--- src/rtl/alu_pipe_if.sv ---
// -----------------------------------------------------------------------------
// alu_pipe_if
// Handshake bundle between the issue stage, the execution-stage ALU and the
// memory/writeback consumer.
//   in_valid / in_ready     : issue-side transfer handshake
//   exe_cmd, s_bit          : operation code and flag-update request
//   first, second           : operands A (Rn) and B (shifter operand)
//   out_valid / out_ready   : result-side transfer handshake
//   alu_result              : registered result word
//   status                  : flag register {Z, C, N, V}
// The master modport is the environment (issue stage + consumer); the slave
// modport is the ALU itself.
// -----------------------------------------------------------------------------
interface alu_pipe_if #(
    parameter int WIDTH = 32
);
    logic             in_valid;
    logic             in_ready;
    logic [3:0]       exe_cmd;
    logic             s_bit;
    logic [WIDTH-1:0] first;
    logic [WIDTH-1:0] second;
    logic             out_valid;
    logic             out_ready;
    logic [WIDTH-1:0] alu_result;
    logic [3:0]       status;

    modport master (
        output in_valid,
        output exe_cmd,
        output s_bit,
        output first,
        output second,
        output out_ready,
        input  in_ready,
        input  out_valid,
        input  alu_result,
        input  status
    );

    modport slave (
        input  in_valid,
        input  exe_cmd,
        input  s_bit,
        input  first,
        input  second,
        input  out_ready,
        output in_ready,
        output out_valid,
        output alu_result,
        output status
    );
endinterface

--- src/rtl/alu_pipe.sv ---
// -----------------------------------------------------------------------------
// alu_pipe
// Handshaked execution-stage ALU with a persistent NZCV flag register and an
// iterative shift-add multiplier (one partial product per clock).
// Ports:
//   clk   : clock, all state changes on the rising edge
//   rst   : synchronous, active-high reset
//   bus   : alu_pipe_if.slave (operation in, result/status out)
// Parameters:
//   WIDTH  : datapath width (>= 8)
//   MUL_EN : 1 implements MUL (4'b1010); 0 treats it as an undefined command
// Single-cycle commands produce their result one edge after acceptance. MUL
// takes WIDTH edges, during which no new operation is accepted.
// -----------------------------------------------------------------------------
module alu_pipe #(
    parameter int WIDTH  = 32,
    parameter bit MUL_EN = 1'b1
) (
    input  logic      clk,
    input  logic      rst,
    alu_pipe_if.slave bus
);

    localparam int CNT_W = $clog2(WIDTH);

    localparam logic [3:0] CMD_MOV = 4'b0001;
    localparam logic [3:0] CMD_ADD = 4'b0010;
    localparam logic [3:0] CMD_ADC = 4'b0011;
    localparam logic [3:0] CMD_SUB = 4'b0100;
    localparam logic [3:0] CMD_SBC = 4'b0101;
    localparam logic [3:0] CMD_AND = 4'b0110;
    localparam logic [3:0] CMD_ORR = 4'b0111;
    localparam logic [3:0] CMD_EOR = 4'b1000;
    localparam logic [3:0] CMD_MVN = 4'b1001;
    localparam logic [3:0] CMD_MUL = 4'b1010;

    // Bit positions inside the {Z, C, N, V} flag word
    localparam int Z_B = 3;
    localparam int C_B = 2;
    localparam int N_B = 1;
    localparam int V_B = 0;

    typedef enum logic [0:0] {
        ST_IDLE = 1'b0,
        ST_MUL  = 1'b1
    } state_t;

    state_t           state_r;
    state_t           state_nx_s;

    // Multiplier datapath
    logic [CNT_W-1:0] cnt_r;
    logic [WIDTH-1:0] mcand_r;
    logic [WIDTH-1:0] mplier_r;
    logic [WIDTH-1:0] acc_r;
    logic [WIDTH-1:0] acc_nx_s;
    logic             mul_sbit_r;
    logic             mul_last_s;

    // Output registers
    logic [WIDTH-1:0] alu_result_r;
    logic             out_valid_r;
    logic [3:0]       status_r;

    // Handshake
    logic             in_ready_s;
    logic             accept_s;
    logic             load_single_s;

    // Single-cycle datapath
    logic             is_sub_s;
    logic             cin_s;
    logic             arith_s;
    logic             zn_only_s;
    logic             is_mul_s;
    logic [WIDTH-1:0] logic_res_s;
    logic [WIDTH-1:0] b_op_s;
    logic [WIDTH:0]   sum_s;
    logic [WIDTH-1:0] res_s;
    logic [3:0]       flags_s;

    // Signed overflow of an add (A+B+c) or subtract (A-B-borrow) from the sign bits
    function automatic logic arith_ovf(
        input logic a_msb,
        input logic b_msb,
        input logic r_msb,
        input logic sub
    );
        logic v;
        if (sub) begin
            v = (a_msb != b_msb) && (r_msb != a_msb);
        end else begin
            v = (a_msb == b_msb) && (r_msb != a_msb);
        end
        return v;
    endfunction

    // Flag word for ops that only touch Z and N; C and V carry over from old
    function automatic logic [3:0] zn_flags(
        input logic [3:0]       old,
        input logic [WIDTH-1:0] r
    );
        logic [3:0] f;
        f        = old;
        f[Z_B]   = (r == {WIDTH{1'b0}});
        f[N_B]   = r[WIDTH-1];
        return f;
    endfunction

    // Command decode: operand conditioning, carry-in and flag class
    always_comb begin
        is_sub_s    = 1'b0;
        cin_s       = 1'b0;
        arith_s     = 1'b0;
        zn_only_s   = 1'b0;
        is_mul_s    = 1'b0;
        logic_res_s = {WIDTH{1'b0}};
        case (bus.exe_cmd)
            CMD_MOV: begin
                logic_res_s = bus.second;
                zn_only_s   = 1'b1;
            end
            CMD_MVN: begin
                logic_res_s = ~bus.second;
                zn_only_s   = 1'b1;
            end
            CMD_ADD: begin
                arith_s = 1'b1;
            end
            CMD_ADC: begin
                arith_s = 1'b1;
                cin_s   = status_r[C_B];
            end
            // A - B computed as A + ~B + 1 so the adder carry-out is NOT borrow
            CMD_SUB: begin
                arith_s  = 1'b1;
                is_sub_s = 1'b1;
                cin_s    = 1'b1;
            end
            // A - B - (1 - C) == A + ~B + C
            CMD_SBC: begin
                arith_s  = 1'b1;
                is_sub_s = 1'b1;
                cin_s    = status_r[C_B];
            end
            CMD_AND: begin
                logic_res_s = bus.first & bus.second;
                zn_only_s   = 1'b1;
            end
            CMD_ORR: begin
                logic_res_s = bus.first | bus.second;
                zn_only_s   = 1'b1;
            end
            CMD_EOR: begin
                logic_res_s = bus.first ^ bus.second;
                zn_only_s   = 1'b1;
            end
            CMD_MUL: begin
                if (MUL_EN) begin
                    is_mul_s = 1'b1;
                end else begin
                    is_mul_s = 1'b0;
                end
            end
            default: begin
                is_mul_s = 1'b0;
            end
        endcase
    end

    assign b_op_s = is_sub_s ? ~bus.second : bus.second;
    assign sum_s  = {1'b0, bus.first} + {1'b0, b_op_s} + {{WIDTH{1'b0}}, cin_s};

    // Single-cycle result and the flag word it would write; undefined codes give 0 and keep flags
    always_comb begin
        res_s   = {WIDTH{1'b0}};
        flags_s = status_r;
        if (arith_s) begin
            res_s          = sum_s[WIDTH-1:0];
            flags_s[Z_B]   = (sum_s[WIDTH-1:0] == {WIDTH{1'b0}});
            flags_s[C_B]   = sum_s[WIDTH];
            flags_s[N_B]   = sum_s[WIDTH-1];
            flags_s[V_B]   = arith_ovf(bus.first[WIDTH-1], bus.second[WIDTH-1],
                                       sum_s[WIDTH-1], is_sub_s);
        end else if (zn_only_s) begin
            res_s   = logic_res_s;
            flags_s = zn_flags(status_r, logic_res_s);
        end else begin
            res_s   = {WIDTH{1'b0}};
            flags_s = status_r;
        end
    end

    // FSM state register
    always_ff @(posedge clk) begin
        if (rst) begin
            state_r <= ST_IDLE;
        end else begin
            state_r <= state_nx_s;
        end
    end

    // FSM next state and input-side ready
    always_comb begin
        state_nx_s = state_r;
        in_ready_s = 1'b0;
        case (state_r)
            ST_IDLE: begin
                // A pending result that is not being drained this cycle blocks issue
                in_ready_s = !rst && (!out_valid_r || bus.out_ready);
                if (in_ready_s && bus.in_valid && is_mul_s) begin
                    state_nx_s = ST_MUL;
                end else begin
                    state_nx_s = ST_IDLE;
                end
            end
            ST_MUL: begin
                in_ready_s = 1'b0;
                if (mul_last_s) begin
                    state_nx_s = ST_IDLE;
                end else begin
                    state_nx_s = ST_MUL;
                end
            end
            default: begin
                in_ready_s = 1'b0;
                state_nx_s = ST_IDLE;
            end
        endcase
    end

    assign accept_s      = in_ready_s && bus.in_valid;
    assign load_single_s = accept_s && !is_mul_s;
    assign mul_last_s    = (state_r == ST_MUL) && (cnt_r == CNT_W'(WIDTH - 1));
    // Accumulator value after the current partial product; on the last step this is the product
    assign acc_nx_s      = mplier_r[0] ? (acc_r + mcand_r) : acc_r;

    // Shift-add multiplier operand, accumulator and step counter registers
    always_ff @(posedge clk) begin
        if (rst) begin
            cnt_r      <= {CNT_W{1'b0}};
            mcand_r    <= {WIDTH{1'b0}};
            mplier_r   <= {WIDTH{1'b0}};
            acc_r      <= {WIDTH{1'b0}};
            mul_sbit_r <= 1'b0;
        end else if (accept_s && is_mul_s) begin
            cnt_r      <= {CNT_W{1'b0}};
            mcand_r    <= bus.first;
            mplier_r   <= bus.second;
            acc_r      <= {WIDTH{1'b0}};
            mul_sbit_r <= bus.s_bit;
        end else if (state_r == ST_MUL) begin
            acc_r    <= acc_nx_s;
            mcand_r  <= {mcand_r[WIDTH-2:0], 1'b0};
            mplier_r <= {1'b0, mplier_r[WIDTH-1:1]};
            cnt_r    <= mul_last_s ? {CNT_W{1'b0}} : (cnt_r + CNT_W'(1));
        end
    end

    // Result, valid and flag registers; a new load wins over a drain at the same edge
    always_ff @(posedge clk) begin
        if (rst) begin
            alu_result_r <= {WIDTH{1'b0}};
            out_valid_r  <= 1'b0;
            status_r     <= 4'b0000;
        end else if (load_single_s) begin
            alu_result_r <= res_s;
            out_valid_r  <= 1'b1;
            if (bus.s_bit) begin
                status_r <= flags_s;
            end
        end else if (mul_last_s) begin
            alu_result_r <= acc_nx_s;
            out_valid_r  <= 1'b1;
            if (mul_sbit_r) begin
                status_r <= zn_flags(status_r, acc_nx_s);
            end
        end else if (out_valid_r && bus.out_ready) begin
            out_valid_r <= 1'b0;
        end
    end

    assign bus.in_ready   = in_ready_s;
    assign bus.out_valid  = out_valid_r;
    assign bus.alu_result = alu_result_r;
    assign bus.status     = status_r;

endmodule

--- src/flat_wrapper.sv ---
// flat-port wrapper written by rule: the top's interface ports become plain ports
module alu_pipe_flat 
#(
    parameter int WIDTH  = 32,
    parameter bit MUL_EN = 1'b1
)
  (clk, rst, bus_in_valid, bus_exe_cmd, bus_s_bit, bus_first, bus_second, bus_out_ready, bus_in_ready, bus_out_valid, bus_alu_result, bus_status);
  alu_pipe_if #(.WIDTH(WIDTH)) bus_i ();
  input  logic clk;
  input  logic rst;
  input wire logic [$bits(bus_i.in_valid)-1:0] bus_in_valid;
  input wire logic [$bits(bus_i.exe_cmd)-1:0] bus_exe_cmd;
  input wire logic [$bits(bus_i.s_bit)-1:0] bus_s_bit;
  input wire logic [$bits(bus_i.first)-1:0] bus_first;
  input wire logic [$bits(bus_i.second)-1:0] bus_second;
  input wire logic [$bits(bus_i.out_ready)-1:0] bus_out_ready;
  output wire logic [$bits(bus_i.in_ready)-1:0] bus_in_ready;
  output wire logic [$bits(bus_i.out_valid)-1:0] bus_out_valid;
  output wire logic [$bits(bus_i.alu_result)-1:0] bus_alu_result;
  output wire logic [$bits(bus_i.status)-1:0] bus_status;
  assign bus_i.in_valid = bus_in_valid;
  assign bus_i.exe_cmd = bus_exe_cmd;
  assign bus_i.s_bit = bus_s_bit;
  assign bus_i.first = bus_first;
  assign bus_i.second = bus_second;
  assign bus_i.out_ready = bus_out_ready;
  assign bus_in_ready = bus_i.in_ready;
  assign bus_out_valid = bus_i.out_valid;
  assign bus_alu_result = bus_i.alu_result;
  assign bus_status = bus_i.status;
  alu_pipe #(.WIDTH(WIDTH), .MUL_EN(MUL_EN)) u_core (.clk(clk), .rst(rst), .bus(bus_i));
endmodule
--- config.mk ---
export PLATFORM = sky130hd
export DESIGN_NAME = alu_pipe_flat
export DESIGN_NICKNAME = d
export VERILOG_FILES = /design/src/rtl/alu_pipe_if.sv /design/src/rtl/alu_pipe.sv /design/src/flat_wrapper.sv
export SDC_FILE = /design/constraint.sdc
export NUM_CORES = 1
export LEC_CHECK = 0
export BUFFER_PORTS_ARGS = -buffer_cell sky130_fd_sc_hd__buf_2
export CAP_MARGIN = 10
export CORE_MARGIN = 1
export CORE_UTILIZATION = 60
export CTS_CLUSTER_SIZE = 30
export DETAILED_ROUTE_END_ITERATION = 7
export PLACE_DENSITY_LB_ADDON = 0.2
export SYNTH_ARGS = -nofsm -noshare
export SYNTH_HDL_FRONTEND = slang
export SYNTH_SLANG_ARGS = --single-unit
--- constraint.sdc ---
create_clock -name clk -period 10.23 [get_ports clk]
set_input_delay 1.5345 -clock clk [delete_from_list [all_inputs] [get_ports clk]]
set_output_delay 1.5345 -clock clk [all_outputs]
set_load 0.005 [all_outputs]
== After elaboration in Yosys (flattened, before gate mapping) ==
Index checks and enable logic that the tools add are counted.
Cells by class
  bitwise gates (word level): 5
  mux-type cells: 31
  reduce and logical (&&, ||, !) cells: 28
  $add $sub $neg: 4
  equality and inequality tests: 16
Operators by type and width (count)
  $mux 32: 10
  $pmux 32 s5: 1
  $logic_not 32->1: 3
  $add 32x32->33: 1
  $add 33x1->33: 1
  $add 32x32->32: 1
  $and 32x32->32: 1
  $not 32->32: 1
  $or 32x32->32: 1
  $xor 32x32->32: 1
  $mux 4: 6
  $eq 4x3->1 const B: 4
  $eq 4x4->1 const B: 3
  $logic_and 1x1->1: 10
  $mux 1: 10
  $eq 4x2->1 const B: 2
  $pmux 1 s2: 3
  $reduce_bool 2->1: 3
  $reduce_or 2->1: 3
  $add 5x1->5 const B: 1
  $eq 5x5->1 const B: 1
  $mux 5: 1
  $reduce_or 5->1: 1
  $eq 4x1->1 const B: 1
  11 further kinds: 14
Word-level totals
  output and inout port bits: 38
  register bits: 140
  logic and storage cells: 94
  input bits: 73

== Logic depth before layout (Yosys ltp) ==
Gate-level depths: netlist of run 1.
  depth in word-level cells: 12
  depth in mapped cells: 20

== Worst setup path before layout of run 1 ==
No wires, ideal clock.
  kind: input to register
  from: input bus_exe_cmd[0]
  to: register u_core.status_r[3], in the netlist u_core.bus.status[3]
  slack: 4359 ps
  buffers on the path: 3
  data required time: 10171 ps
  stages on the path: 18
  arrival time: 5812 ps
  setup time: 59 ps
  cells stage by stage: clkbuf_1 clkbuf_1 buf_1 nand2_1 o21ai_0 a21oi_1 or2_2 fa_1 fa_1 xnor2_1 or4_1 nor4_2 o2111ai_1 or4b_1 nor4_1 nand4_1 o41a_1 nand2_1
Between the ends
  word-level cells in the longest chain between the ends: 10
  elaborated cells on any way between the ends: 36
Ends and longest elaborated chain
  from (decl): RTL line flat_wrapper.sv:12  | input wire logic [$bits(bus_i.exe_cmd)-1:0] bus_exe_cmd;
  $eq 4x3->1: RTL line alu_pipe.sv:118  | case (bus.exe_cmd)
  $reduce_or 2->1 (no source line)
  $mux 1: RTL line alu_pipe.sv:118
  $mux 32: RTL line alu_pipe.sv:171  | assign b_op_s = is_sub_s ? ~bus.second : bus.second;
  $add 32x32->33: RTL line alu_pipe.sv:172  | assign sum_s = {1'b0, bus.first} + {1'b0, b_op_s} + {{WIDTH{1'b0}}, cin_s};
  $add 33x1->33: RTL line alu_pipe.sv:172
  $logic_not 32->1: RTL line alu_pipe.sv:180  | flags_s[Z_B] = (sum_s[WIDTH-1:0] == {WIDTH{1'b0}});
  $mux 4: RTL line alu_pipe.sv:178  | if (arith_s) begin
  $mux 4: RTL line alu_pipe.sv:269  | if (bus.s_bit) begin
  $mux 4: RTL line alu_pipe.sv:266  | end else if (load_single_s) begin
  to (signal assigned): RTL line alu_pipe.sv:270  | status_r <= flags_s;
  to (signal assigned): RTL line alu_pipe.sv:276  | status_r <= zn_flags(status_r, acc_nx_s);
  to (decl): RTL line alu_pipe.sv:63  | logic [3:0] status_r;
Parallel ways exist; a longest one is shown, timed or not. The select of a mux whose other input is x is not followed.
A chain may end at the register's enable or synchronous reset.

== Worst setup path after layout of run 1 ==
Ends and elaborated chain as after synthesis.

==> results.tsv, run 1 <==
stage	metric	value	unit
setup_path	critical-path-top-delay-family	simple AND/OR/NAND/NOR gates	
cells_and_area	antenna_cells	0	
synthesis	synth-seq-cells	140	
timing	fmax	0.1737	GHz
synthesis	synth.avg_cell_area	7.663	sq um
synthesis	yosysTopAreaCellShare	23.06	%
timing	final.setup_skew	0.01413	ns
drt	highest_layer	met4	
drt	vias	12120	
grt	antenna_found_initial	0	
cells_and_area	syn_to_final_growth	10.42	%
clock_tree	post_cts_buffers	0	
drt	wl_per_cell	19.85	microns
floorplan	dieArea	20830	sq um
place	portBuffers	110	
floorplan	ios	111	
clock_tree	cts_max_path_buffers	2	
power	max-vdd-ir-drop	0.0001173	V
synthesis	netlist_area	12150	sq um
grt	grt_pass1_vias	10980	
floorplan	die_y	144.3	microns
synthesis	synth-edff-count	0	
floorplan	core	19650	sq um
grt	grt_pass1_wl	58380	microns
drt	drt_iter0_drc	926	
synthesis	synth_area_leaders	dfxtp_1 23%, ha_1 13%, a21oi_1 6.5%, a211oi_1 6.0%, nor2_1 5.4%	
cells_and_area	drive_above_1_share	10.94	%
synthesis	synthDistinctLibCells	74	
synthesis	synth_common_cells	176 x nor2_1, 159 x a21oi_1, 140 x dfxtp_1, 128 x ha_1, 127 x nand2_1	
setup_path	path_cells	buf_2, buf_4, nand2_1, o21ai_0, a21oi_1, or2_2, fa_1, fa_1, xnor2_1, or4_1, nor4_2, o2111ai_1, or4b_1, nor4_1, nand4_1, o41a_1, nand2_1	
setup_path	slowest_stage	or4b_1	
power	p_total	1.631	mW
synthesis	async_flop_share	0	%
drt	drc	0	
timing	setup_viol	0	
synthesis	synth.most_common_cell	nor2_1	
timing	finalSetupTns	0	ns
timing	worst_slew_pin_slew	1.050	ns
synthesis	synth_nets	1790	
clock_tree	cts.repair.resized	0	
grt	grt.total_usage	36.39	%
setup_path	cp.required	10.60	ns
timing	grt_setup_unrepaired	false	
setup_path	startpoint_type	primary input	
clock_tree	clk_pin_slew_worst_paths	0.06	ns
synthesis	yosysWarnings	0	
floorplan	num_rows	51	
power	cellLeakagePower	5.523	nW
min_path	hp-class	flop to flop	
cells_and_area	stdcell_area	13420	sq um
drt	route.met2.wl	16810	microns
timing	final_max_slew_viol_count	0	
cells_and_area	nNetsFinal	1836	
drt	ant_nets	0	
synthesis	yosysSeqAreaShare	23.06	%
setup_path	worstSetupPathType	primary input to flop	
clock_tree	htreeDepth	4	
place	placed_area	12820	sq um
drt	wirelength_met1	17500	microns
clock_tree	cts_tree	done	
timing	relSlewSlack	30.03	%
grt	overflow	0	
setup_path	crit_arrival	6.12	ns
synthesis	synth_ff_type	dfxtp_1	
grt	grt_start_max_net_pins	98	
floorplan	die_w	144.3	microns
power	p_per_area	121.5	nW/um^2
floorplan	start_util	61.84	%
timing	fin_crit	5.757	ns
place	place_hpwl	28140	microns
setup_path	cp-end-kind	flop	
status	status	finished, final reports clean	
setup_path	cp_num_buf_inv	2	
clock_tree	clock_latency	0.44	ns
job	maxCapViolCount	0	
drt	viasPerCell	6.345	
clock_tree	cts.sink_count	140	
clock_tree	cts_hold_buf	0	
setup_path	cp_max_fo	65	
timing	period_share	56.28	%
place	gp_congestion	0.9665	
drt	route.met3.wl	2502	microns
synthesis	synthCells	1586	
place	dp_slack	4.165	ns
timing	fin_ws	4.473	ns
drt	wirelength	37910	microns
clock_tree	cts_buffers	17	
drt	drt_first_pass_iters	6	
clock_tree	cts_root_buffer	clkbuf_16	
timing	hold_viol_final	0	
synthesis	yosysTopAreaCell	dfxtp_1	
setup_path	worst_path_largest_cell_delay	0.58	ns
[per-stage QoR]
step                      hold slack, ns  utilization (%)  cells
after floorplan                   0.4360                -   1586
after global placement            0.4415            65.22   1878
after detailed placement          0.4489            65.22   1878
after CTS                         0.4581            68.28   1910
after global routing              0.4736            68.28   1910
final                             0.4558            68.28   1910
[where the power goes]
part / internal [mW] / leakage (nW) / switching [mW]
Combinational: 0.153 / 4.10 / 0.251
Sequential: 0.560 / 1.14 / 0.0148
Clock: 0.370 / 0.290 / 0.282
[final timing paths]
kind,startpoint,endpoint,slack [ns],cells past startpoint
min reg2reg,u_core.mplier_r[12]$_SDFFE_PP0P_,u_core.mplier_r[12]$_SDFFE_PP0P_,0.46,2
min,u_core.mplier_r[12]$_SDFFE_PP0P_,u_core.mplier_r[12]$_SDFFE_PP0P_,0.46,2
max,bus_exe_cmd[0],u_core.bus.status[3]$_SDFFE_PP0P_,4.47,17
max reg2reg,u_core.bus.status[2]$_SDFFE_PP0P_,u_core.bus.status[3]$_SDFFE_PP0P_,5.98,13
[tightest hold or removal path, stage by stage (launching register included)]
cell	delay (ns)
dfxtp_1	0.31
nand2_1	0.05
a21oi_1	0.05
[placed cells by master (no fill, tap or decap), types with 5 or more instances in the layout]
cell type and instances:
o21ai_0 58, a221oi_1 11, nor2_1 173, a21oi_1 159
o21a_1 18, or3_1 10, nand2_1 127, inv_1 89
nand2b_1 13, xor2_1 25, buf_2 109, nor2b_1 14
o21ai_1 9, buf_4 19, o21bai_1 7, a21o_1 19
a22oi_1 31, a311oi_1 5, and3_1 9, a211oi_1 97
mux2i_1 62, and2_1 6, nor4_1 10, dfxtp_1 138
ha_1 128, o31ai_1 7, o211ai_1 14, nand3_1 16
nand4_1 11, clkbuf_16 17, nor3_1 33, xnor2_1 58
and4_1 5, a31oi_1 15, a2111oi_0 5, a221o_1 29
[flip-flops by register name, summed over array words and instances (netlist names), 4 cells and up]
signal and count:
u_core.bus.status 4, u_core.bus.alu_result 32, u_core.mcand_r 32, u_core.cnt_r 5, u_core.mplier_r 32, u_core.acc_r 32
[routing by layer]
layer  vias up  global-route usage, %
li1       5886                      -
met2       453                  56.63
met4         0                  13.02
met1      5703                  50.96
met3        77                  5.033
met5         -                      0
[final cells by class]
class,instances,area [sq um]
Clock inverter,14,172.7
Inverter,90,337.8
Multi-Input combinational cell,1255,8653
Tap cell,265,331.6
Sequential cell,140,2808
Fill cell,1735,6233
Timing Repair Buffer,128,688.2
Clock buffer,18,429.2
[logic make-up (layout without fill, tap and decap cells)]
family | count (synthesis) | after routing | share of synthesized area [%]
mux | 64 | 64 | 5.291
xor+xnor | 83 | 83 | 5.981
fa+ha+maj | 131 | 131 | 13.67
simple gates | 459 | 459 | 17.48
compound gates | 518 | 518 | 28.46
flops | 140 | 140 | 23.06
buf+inv | 191 | 250 | 6.053
No activity file was read; power rests on OpenSTA's default activity.
==> run 2, diff against run 1 <==
==> constraint.sdc (replaced) <==
create_clock -name clk -period 6 [get_ports clk]
set_input_delay 0.9 -clock clk [delete_from_list [all_inputs] [get_ports clk]]
set_output_delay 0.9 -clock clk [all_outputs]
set_load 0.005 [all_outputs]
==> run 2 against run 1 <==
Compared with the run above:
- first-iteration DRC count rose by 20%
- global-route usage grew 0.35 points
- via count grew 1.6%
- total power rose by 68%
- non-clock buffer count increased by 3
- combinational power increased by 71%
- register-to-register slack worse by 4.2 ns
- critical path type unchanged
- critical endpoint unchanged
==> results.tsv, run 2 (synthesis results as in run 1) <==
stage	metric	value	unit	change
status	status	finished, final reports clean		unchanged
power	clkPwrFrac	39.0	%	was 40.0%
job	maxCapViolCount	0		unchanged
grt	antenna_found_initial	0		unchanged
clock_tree	cts.sink_count	140		unchanged
power	intPower	1.782	mW	was 1.083 mW
clock_tree	clk_pin_slew_worst_paths	0.07	ns	was 0.06 ns
min_path	hp-class	flop to flop		unchanged
min_path	hold_path_startpoint	u_core.mplier_r[9]$_SDFFE_PP0P_		was u_core.mplier_r[12]$_SDFFE_PP0P_
clock_tree	cts_tree	done		unchanged
cells_and_area	final_core_util	68.30	%	was 68.28%
clock_tree	cts_root_buffer	clkbuf_16		unchanged
timing	hold_viol_final	0		unchanged
power	cellLeakagePower	5.529	nW	was 5.523 nW
power	max-vdd-ir-drop	0.0002077	V	was 0.0001173 V
clock_tree	clock_latency	0.43	ns	was 0.44 ns
drt	ant_nets	0		unchanged
floorplan	num_rows	51		unchanged
drt	wirelength	38180	microns	was 37910 microns
power	p_sw	952.8	uW	was 548.0 uW
power	p_seq_share	35.8	%	was 35.3%
cells_and_area	drive_above_1_share	11.10	%	was 10.94%
timing	final.setup_skew	0.01501	ns	was 0.01413 ns
cells_and_area	stdcell_count	1913		was 1910
clock_tree	cts_max_path_buffers	2		unchanged
setup_path	worst_path_largest_cell_delay	0.55	ns	was 0.58 ns
clock_tree	cts_hold_buf	0		unchanged
setup_path	cp-end-kind	flop		unchanged
setup_path	r2r-start	u_core.bus.status[2]$_SDFFE_PP0P_		unchanged
timing	finalSetupTns	0	ns	unchanged
grt	grt_pass1_vias	11000		was 10980
setup_path	slowest_stage	or4b_1		unchanged
setup_path	cp.required	6.37	ns	was 10.60 ns
floorplan	die_w	144.3	microns	unchanged
power	swShare	34.84	%	was 33.61%
drt	drt_iter0_drc	1114		was 926
timing	setup_viol	0		unchanged
cells_and_area	nNetsFinal	1839		was 1836
timing	grt_setup_unrepaired	false		unchanged
timing	relSlewSlack	29.90	%	was 30.03%
drt	vias	12310		was 12120
setup_path	worstSetupPathType	primary input to flop		unchanged
floorplan	core	19650	sq um	unchanged
floorplan	dieArea	20830	sq um	unchanged
setup_path	path_cells	buf_2, nand2_1, o21ai_0, a21oi_1, or2_2, fa_1, fa_1, xnor2_1, or4_1, nor4_2, o2111ai_1, or4b_1, nor4_1, nand4_1, o41a_1, nand2_1		was buf_2, buf_4, nand2_1, o21ai_0, a21oi_1, or2_2, fa_1, fa_1, xnor2_1, or4_1, nor4_2, o2111ai_1, or4b_1, nor4_1, nand4_1, o41a_1, nand2_1
place	portBuffers	110		unchanged
setup_path	crit_path_start	bus_exe_cmd[0]		unchanged
timing	fin_crit	4.890	ns	
setup_path	cp_num_buf_inv	1		was 2
cells_and_area	layout_common_cells	173 x nor2_1, 159 x a21oi_1, 138 x dfxtp_1, 128 x ha_1, 127 x nand2_1		unchanged
place	dp.cells	1881		was 1878
setup_path	critical-path-top-delay-family	simple AND/OR/NAND/NOR gates		unchanged
timing	period_share	81.50	%	
place	place_hpwl	28470	microns	was 28140 microns
grt	grt_pass1_wl	59000	microns	was 58380 microns
setup_path	crit_arrival	5.26	ns	was 6.12 ns
setup_path	cp_max_fo	27		was 65
power	p_per_area	203.7	nW/um^2	was 121.5 nW/um^2
drt	wl_per_cell	19.96	microns	was 19.85 microns
cells_and_area	antenna_cells	0		unchanged
clock_tree	cts_buffers	17		unchanged
floorplan	start_util	61.84	%	unchanged
drt	viasPerCell	6.435		was 6.345
cells_and_area	final_common_cell	nor2_1		unchanged
grt	grt_start_max_net_pins	98		unchanged
power	pwr-share-comb	25.2	%	was 24.8%
floorplan	ios	111		unchanged
cells_and_area	syn_to_final_growth	10.44	%	was 10.42%
timing	final_max_slew_viol_count	0		unchanged
grt	overflow	0		unchanged
cells_and_area	nFillCells	1728		was 1735
drt	drc	0		unchanged
floorplan	die_y	144.3	microns	unchanged
timing	worst_slew_pin_slew	1.052	ns	was 1.050 ns
grt	grt.total_usage	36.74	%	was 36.39%
clock_tree	htreeDepth	4		unchanged
timing	fmax	0.2045	GHz	
drt	drt_first_pass_iters	5		was 6
clock_tree	cts.repair.resized	0		unchanged
place	gp_congestion	0.9809		was 0.9665
clock_tree	post_cts_buffers	0		unchanged
setup_path	startpoint_type	primary input		unchanged
run 2: cell count changes in the layout (fill, tap and decap cells not counted), sizes merged:
cell	delta
buf	+3
bufinv	-2
clkinv	+2
run 2: area by class of cell:
cell class              count  area (sq um)  area share, %
multi-input cells        1255          8648          64.43
flip-flops and latches    140          2808          20.92
repair buffers            131         710.7          5.295
clock buffers              18         439.2          3.272
inverters                  90         337.8          2.517
well taps                 265         331.6          2.470
clock inverters            14         147.6          1.100
run 2: power groups by stage:
stage / Combinational, mW / Clock [mW] / Sequential, mW
global placement: 0.658 / 0 / 0.999
CTS: 0.672 / 1.07 / 0.978
global route: 0.753 / 1.11 / 0.980
detailed placement: 0.667 / 0 / 0.999
floorplan: 0.462 / 0 / 0.991
finish: 0.689 / 1.07 / 0.980
run 2: layer usage:
metal	vias to the layer above	part of all wire (%)	global-route usage (%)
met4	0	2.1	10.97
li1	5890	-	-
met1	5898	46	51.74
met3	54	7.0	4.470
met2	469	45	58.27
met5	-	0	0
run 2: worst reg2reg max path, stage by stage, from the launching register on:
cell and delay [ns]:
dfxtp_1 0.48, a21oi_1 0.10, or2_2 0.29, fa_1 0.40, fa_1 0.41, xnor2_1 0.15
or4_1 0.49, nor4_2 0.21, o2111ai_1 0.14, or4b_1 0.55, nor4_1 0.34, nand4_1 0.15
o41a_1 0.39, nand2_1 0.07
run 2: path summary, 6_finish.rpt:
path | endpoint | slack [ns] | depth (start not counted)
hold reg to reg | u_core.mplier_r[9]$_SDFFE_PP0P_ | 0.46 | 2
setup reg to reg | u_core.bus.status[3]$_SDFFE_PP0P_ | 1.77 | 13
hold / removal | u_core.mplier_r[9]$_SDFFE_PP0P_ | 0.46 | 2
setup / recovery | u_core.bus.status[3]$_SDFFE_PP0P_ | 1.11 | 16
run 2: metrics by stage:
| stage | power [mW] | worst slack (ns) | cell area (sq um) | hold WS, ns |
|---|---|---|---|---|
| after detailed placement | 1.666 | 0.7842 | 12840 | 0.4469 |
| after floorplan | 1.453 | 0.7634 | 12150 | 0.4360 |
| after global routing | 2.843 | 0.9015 | 13420 | 0.4802 |
| after CTS | 2.724 | 1.200 | 13420 | 0.4566 |
| after global placement | 1.657 | 0.7819 | 12840 | 0.4422 |
| final | 2.734 | 1.110 | 13420 | 0.4561 |
